<file path="src/rtl/unified_buffer_pkg.sv">
// Shared definitions for the unified buffer and its read-side clients.
package unified_buffer_pkg;

    // Default geometry of the unified buffer, shared with the buffer itself.
    localparam int UB_NUM_BANKS  = 16;
    localparam int UB_BANK_DEPTH = 4096;
    localparam int UB_DATA_WIDTH = 8;

    // Read sequencer control states.
    typedef enum logic [1:0] {
        IDLE  = 2'd0,
        ISSUE = 2'd1,
        DRAIN = 2'd2
    } ub_state_e;

endpackage

</file>
<file path="src/rtl/ub_skew_lane.sv">
// One bank's slice of the read sequencer: decides whether this bank reads in
// the upcoming issue cycle, where it reads, and delays that valid by the
// buffer's one-cycle read latency to mark data arriving at the array edge.
module ub_skew_lane
    import unified_buffer_pkg::*;
#(
    parameter int BANK       = 0,
    parameter int BANK_DEPTH = UB_BANK_DEPTH,
    parameter int ROW_BITS   = $clog2(UB_BANK_DEPTH),
    parameter int CNT_BITS   = ROW_BITS + 1 + $clog2(UB_NUM_BANKS)
) (
    input  logic                clk_i,
    input  logic                arst_ni,
    input  logic                srst_i,
    input  logic                en_i,
    input  logic                issue_i,
    input  logic [CNT_BITS-1:0] t_i,
    input  logic [ROW_BITS-1:0] base_i,
    input  logic [ROW_BITS:0]   count_i,
    output logic                readValid_o,
    output logic [ROW_BITS-1:0] readAddress_o,
    output logic                arrayValid_o
);

    localparam logic [CNT_BITS-1:0] BANK_W  = CNT_BITS'(BANK);
    localparam logic [CNT_BITS:0]   DEPTH_W = (CNT_BITS + 1)'(BANK_DEPTH);

    logic [CNT_BITS-1:0] offset;
    logic [CNT_BITS:0]   rowSum;
    logic                readValid_d;
    logic [ROW_BITS-1:0] readAddress_d;
    logic                readValid_q;
    logic [ROW_BITS-1:0] readAddress_q;
    logic                arrayValid_q;

    // Row this bank reads is t-BANK past the base; the sum never reaches twice
    // the depth, so a single conditional subtract performs the wrap.
    always_comb begin
        offset        = t_i - BANK_W;
        rowSum        = {1'b0, offset} + (CNT_BITS + 1)'(base_i);
        readValid_d   = issue_i && (t_i >= BANK_W) && (offset < CNT_BITS'(count_i));
        readAddress_d = '0;
        if (readValid_d) begin
            readAddress_d = ROW_BITS'((rowSum >= DEPTH_W) ? (rowSum - DEPTH_W) : rowSum);
        end
    end

    // Registered read request plus the one-cycle-later array-side valid.
    always_ff @(posedge clk_i or negedge arst_ni) begin
        if (!arst_ni) begin
            readValid_q   <= 1'b0;
            readAddress_q <= '0;
            arrayValid_q  <= 1'b0;
        end else if (srst_i) begin
            readValid_q   <= 1'b0;
            readAddress_q <= '0;
            arrayValid_q  <= 1'b0;
        end else if (en_i) begin
            readValid_q   <= readValid_d;
            readAddress_q <= readAddress_d;
            arrayValid_q  <= readValid_q;
        end
    end

    assign readValid_o   = readValid_q;
    assign readAddress_o = readAddress_q;
    assign arrayValid_o  = arrayValid_q;

endmodule

</file>
<file path="src/rtl/ub_read_sequencer.sv">
// Read-side client of the unified buffer: streams a block of rows out of every
// bank with a one-cycle-per-bank diagonal skew so data reaches the systolic
// array edge already staggered, and masks the buffer output when not valid.
module ub_read_sequencer
    import unified_buffer_pkg::*;
#(
    parameter  int NUM_BANKS  = UB_NUM_BANKS,
    parameter  int BANK_DEPTH = UB_BANK_DEPTH,
    parameter  int DATA_WIDTH = UB_DATA_WIDTH,
    localparam int ROW_BITS   = $clog2(BANK_DEPTH)
) (
    input  logic                         CLK,
    input  logic                         ASYNC_RST,
    input  logic                         SYNC_RST,
    input  logic                         EN,
    input  logic                         CmdValid,
    output logic                         CmdReady,
    input  logic [ROW_BITS-1:0]          CmdBaseAddress,
    input  logic [ROW_BITS:0]            CmdRowCount,
    output logic [NUM_BANKS-1:0]         ReadValid,
    output logic [ROW_BITS-1:0]          ReadAddress [NUM_BANKS],
    input  logic signed [DATA_WIDTH-1:0] ReadData [NUM_BANKS],
    output logic [NUM_BANKS-1:0]         ArrayValid,
    output logic signed [DATA_WIDTH-1:0] ArrayData [NUM_BANKS],
    output logic                         Busy,
    output logic                         Done
);

    localparam int CNT_BITS = ROW_BITS + 1 + $clog2(NUM_BANKS);

    ub_state_e           state_q, state_d;
    logic [CNT_BITS-1:0] t_q, t_d;
    logic [ROW_BITS-1:0] base_q, base_d;
    logic [ROW_BITS:0]   count_q, count_d;
    logic [CNT_BITS-1:0] lastIssue;
    logic                issueNext;

    // The last bank finishes its last row in issue cycle count+NUM_BANKS-2.
    assign lastIssue = CNT_BITS'(count_q) + CNT_BITS'(NUM_BANKS - 2);

    // Next-state logic; with EN low every register simply holds.
    always_comb begin
        state_d = state_q;
        t_d     = t_q;
        base_d  = base_q;
        count_d = count_q;
        if (EN) begin
            case (state_q)
                IDLE: begin
                    if (CmdValid) begin
                        base_d  = CmdBaseAddress;
                        count_d = CmdRowCount;
                        t_d     = '0;
                        state_d = (CmdRowCount == '0) ? DRAIN : ISSUE;
                    end
                end
                ISSUE: begin
                    if (t_q == lastIssue) begin
                        state_d = DRAIN;
                    end else begin
                        t_d = t_q + 1'b1;
                    end
                end
                DRAIN: begin
                    state_d = IDLE;
                end
                default: begin
                    state_d = IDLE;
                end
            endcase
        end
    end

    // Control state register; sync reset takes priority over EN.
    always_ff @(posedge CLK or negedge ASYNC_RST) begin
        if (!ASYNC_RST) begin
            state_q <= IDLE;
            t_q     <= '0;
            base_q  <= '0;
            count_q <= '0;
        end else if (SYNC_RST) begin
            state_q <= IDLE;
            t_q     <= '0;
            base_q  <= '0;
            count_q <= '0;
        end else begin
            state_q <= state_d;
            t_q     <= t_d;
            base_q  <= base_d;
            count_q <= count_d;
        end
    end

    // Lanes register requests for the coming cycle, so they see next-state values.
    assign issueNext = (state_d == ISSUE);

    for (genvar b = 0; b < NUM_BANKS; b++) begin : gLane
        ub_skew_lane #(
            .BANK       (b),
            .BANK_DEPTH (BANK_DEPTH),
            .ROW_BITS   (ROW_BITS),
            .CNT_BITS   (CNT_BITS)
        ) uLane (
            .clk_i         (CLK),
            .arst_ni       (ASYNC_RST),
            .srst_i        (SYNC_RST),
            .en_i          (EN),
            .issue_i       (issueNext),
            .t_i           (t_d),
            .base_i        (base_d),
            .count_i       (count_d),
            .readValid_o   (ReadValid[b]),
            .readAddress_o (ReadAddress[b]),
            .arrayValid_o  (ArrayValid[b])
        );

        assign ArrayData[b] = ArrayValid[b] ? ReadData[b] : '0;
    end

    assign CmdReady = (state_q == IDLE);
    assign Busy     = (state_q != IDLE);
    assign Done     = (state_q == DRAIN);

endmodule
</file>
<file path="config.mk">
export PLATFORM = sky130hd
export DESIGN_NAME = ub_read_sequencer
export DESIGN_NICKNAME = d
export VERILOG_FILES = /design/src/rtl/unified_buffer_pkg.sv /design/src/rtl/ub_skew_lane.sv /design/src/rtl/ub_read_sequencer.sv
export SDC_FILE = /design/constraint.sdc
export NUM_CORES = 1
export LEC_CHECK = 0
export ABC_AREA = 0
export ABC_CLOCK_PERIOD_IN_PS = 7400
export CORE_MARGIN = 2
export CORE_UTILIZATION = 54
export DETAILED_ROUTE_END_ITERATION = 8
export GPL_TIMING_DRIVEN = 0
export HOLD_SLACK_MARGIN = 0.05
export PLACE_DENSITY = 0.94
export RECOVER_POWER = 100
export SYNTH_ARGS = -nofsm -noshare
export SYNTH_HDL_FRONTEND = slang
export SYNTH_SLANG_ARGS = --single-unit
</file>
<file path="constraint.sdc">
create_clock -name CLK -period 7.4 [get_ports CLK]
set_input_delay 1.11 -clock CLK [delete_from_list [all_inputs] [get_ports CLK]]
set_output_delay 1.11 -clock CLK [all_outputs]
set_load 0.05 [all_outputs]
</file>
==> results.toml <==
[run_status]
run_status = "finished, violations left"
failed_checks = "capacitance limit, slew limit"

[sta]
worst_slew_margin_rel_pct = -105
setup_violations = 0
final_min_period_over_clock_period_pct = 98.7
final_hold_viol_count = 0
slew_violations = 322
timing.clock.skew_ns = 0.0113
max_clock_freq_ghz = 0.137
worst_pin_slew_ns = 3.08
min_period_ns = 7.30
timing.setup.tns_ns = 0

[clock_tree]
htree_num_levels = 1
tritoncts = "done"
cts_sinks = 268
cts-root-buf = "clkbuf_16"
longest_clk_path_bufs = 3
hold_buffers = 0
clkLatencyLatePin_ns = 0.57
clkTransAtPathRegs_ns = 0.06
numCtsBuffers = 29

[synthesis]
asyncSetResetFlopFracSynth_pct = 100
netlist.top_cell.by_area = "dfrtp_1"
syn_avg_cell_area_sq_um = 8.72
top_area_cells_in_the_synthesized_netlist = "dfrtp_1 (27%), ha_1 (16%), xnor2_1 (8.1%)"
synthDominantCellAreaShare_pct = 26.7
number_of_flops_mapped_to_enable_cells_by_yosys = 0
netlist-cell-type-count = 85
syn_nets = 3370
yosys_most_used_dff = "dfrtp_1"
yosysWarningCount = 0
ys_ff_latch = 268
post_synth_instance_area_sq_um = 25100
synthCells = 2882
synth-seq-area-share_pct = 26.7

[placement]
globalplace.congestion = 1.07
dp_hpwl_mm = 84.1
placed_cell_area_sq_um = 31500
input_output_buffers = 511
place_inst = 4017

[grt]
grt_util_all_layers_pct = 45.3
antenna_found_initial = 10
grt_pass1_vias = 26000
grt_remaining_overflow = 0
first_pass_grt_wire_length_mm = 162
grt_start_max_net_pins = 124

[finish]
final.fill_count = 3374
nNetsFinal = 3925
multi_input_area_sq_um = 17900
final_layout_size_suffix_gt1_share_pct = 6.77
postLayoutCellArea_sq_um = 32800
regArea_sq_um = 6710
syn2layout_area_growth_pct = 30.6
final_cells = 4071

[detailed_routing]
drt_iter0_markers = 3340
routed_wirelength_mm = 113
routed_wire_length_per_instance_um = 27.6
final_antenna_net_count = 0
avgViaCountPerCell = 6.55
via_count = 26700
drt_first_pass_iters = 6
drc_errors = 0

[die]
design.die.area_sq_um = 48300
die_h_um = 220
ioPinCount = 513
initial_utilization_pct = 54.3
num_rows = 79
core-area_sq_um = 46300
die_w_um = 220

[critical_path]
cp_data_arrival_time_ns = 7.80
critical_path.endpoint_type = "flip-flop"
worst-path-max-fanout = 11
timing.critical_path.from_type = "flip-flop"
timing.reg2reg.setup_slack_ns = 0.1
timing_worst_setup_path_type = "reg2reg"
crit_required_ns = 7.90

[pwr]
comb_power_share_pct = 39.7
total_leakage_power_nw = 15.5
power_density_nw_per_um2 = 151
p_clk_share_pct = 29.9
internal_power_w = 0.00311
peakVddDrop_mv = 0.184
power.switching_fraction_pct = 37.1
power.switching_w = 0.00184
sequentialPowerShare_pct = 30.4

[min_path]
hold_path.class = "reg2reg"

[job]
cap_viol_max_count = 9
## cells in the mapped netlist (all sizes together), types with 94 or more instances
cell type  count
ha           326
dfrtp        268
nand2        242
xnor2        233
nor2         221
a21oi        147
and2         138
o21ai        129
a22o         123
a21o         122
clkbuf       107
xor2          94
## per-layer routing
layer | global-route usage, % | vias up | routed length, um
met5 | 0 | - | 11
met4 | 32.9 | 2 | 9350
met3 | 13.4 | 541 | 14700
met2 | 68.3 | 1978 | 48200
met1 | 55.0 | 12600 | 40300
li1 | - | 11500 | -
## area by class of cell
cell class	count	area share, %
Clock buffer	39	2.54
Timing Repair Buffer	533	16.5
Antenna cell	7	0.0534
Inverter	66	0.774
Tap cell	607	2.31
Buffer	154	2.46
Clock inverter	12	0.389
Multi-Input combinational cell	2385	54.5
Sequential cell	268	20.4
## path summary, 6_finish.rpt
path	start	end	depth (start not counted)
max in group asynchronous	ASYNC_RST	gLane[14].uLane.readAddress_o[0]	2
hold reg to reg	gLane[5].uLane.readAddress_o[9]	gLane[5].uLane.readAddress_o[9]	2
setup reg to reg	count_q[1]	gLane[4].uLane.readAddress_o[5]	23
hold / removal	gLane[5].uLane.readAddress_o[9]	gLane[5].uLane.readAddress_o[9]	2
setup / recovery	count_q[1]	gLane[4].uLane.readAddress_o[5]	23
min in group asynchronous	ASYNC_RST	base_q[7]	1
## critical path, stage by stage, from the launching register on
cell and delay (ns):
dfrtp_2 0.49, inv_1 0.08, ha_1 0.25, xor2_1 0.25, a311oi_1 0.13, o22ai_1 0.40
or4b_4 0.57, nor2_4 0.27, o31ai_1 0.14, a31oi_2 0.56, clkbuf_2 0.57, buf_2 0.63
xnor2_1 0.23, ha_1 0.36, o21ai_0 0.11, nand2b_1 0.09, a21oi_1 0.19, nor2b_1 0.07
o21ai_0 0.17, nand4b_1 0.14, a311o_1 0.36, nor4_2 0.58, buf_2 0.40, a22o_1 0.18
## repair_timing
action                                  4_1_cts  5_1_grt
endpoints found under the setup margin      208      177
pin swaps                                     3        2
resized for setup                            70       52
setup buffers                                 4        1
gates cloned                                  0        0
## metrics by stage
step | hold WS (ns) | utilization (%) | total power [W] | worst slack [ns]
3_5_place_dp | 0.466 | 68.1 | 0.00338 | -2.54
6_report | 0.470 | 70.9 | 0.00495 | 0.0994
5_1_grt | 0.495 | 70.9 | 0.00513 | -0.0320
2_1_floorplan | 0.470 | - | 0.00274 | 0.863
3_3_place_gp | 0.460 | 67.0 | 0.00328 | -6.02
4_1_cts | 0.388 | 70.7 | 0.00488 | 0.00342
## power groups by stage
stage / sequential [W] / combinational, W / clock, W
after floorplan: 0.00155 / 0.00119 / 0
after global placement: 0.00153 / 0.00175 / 0
after detailed placement: 0.00153 / 0.00185 / 0
after CTS: 0.00150 / 0.00189 / 0.00149
after global routing: 0.00150 / 0.00209 / 0.00154
final: 0.00150 / 0.00196 / 0.00148
## state kept, by name, summed over array words and instances, names as in the netlist
name,count
base_q,12
count_q,13
gLane.uLane.arrayValid_o,16
gLane.uLane.readAddress_o,192
gLane.uLane.readValid_o,16
state_q,2
t_q,17
## cells by family (layout without fill, tap and decap cells)
logic type	after synthesis	after routing	share of synthesized area (%)
simple gates	935	935	18.7
compound gates	752	752	20.8
fa+ha+maj	331	331	16.6
xor+xnor	329	329	11.6
flops	268	268	26.7
buf+inv	229	804	4.06
mux	38	38	1.52
other cells	0	7	0
## cells in the final DEF (no fill, tap or decap), types with 67 or more instances in the layout
| cell type | netlist | routed |
|---|---|---|
| a22o_1 | 123 | 123 |
| o21ai_0 | 123 | 122 |
| and2_1 | 138 | 137 |
| dfrtp_1 | 268 | 266 |
| o31ai_1 | 67 | 67 |
| nor2_1 | 220 | 216 |
| a21oi_1 | 147 | 145 |
| nand2_1 | 241 | 239 |
| dlygate4sd3_1 | 0 | 208 |
| xor2_1 | 94 | 94 |
| a21o_1 | 122 | 122 |
| ha_1 | 326 | 325 |
| clkdlybuf4s50_1 | 0 | 302 |
| xnor2_1 | 233 | 229 |
| clkbuf_1 | 107 | 80 |
(Power assumes the default switching activity.)
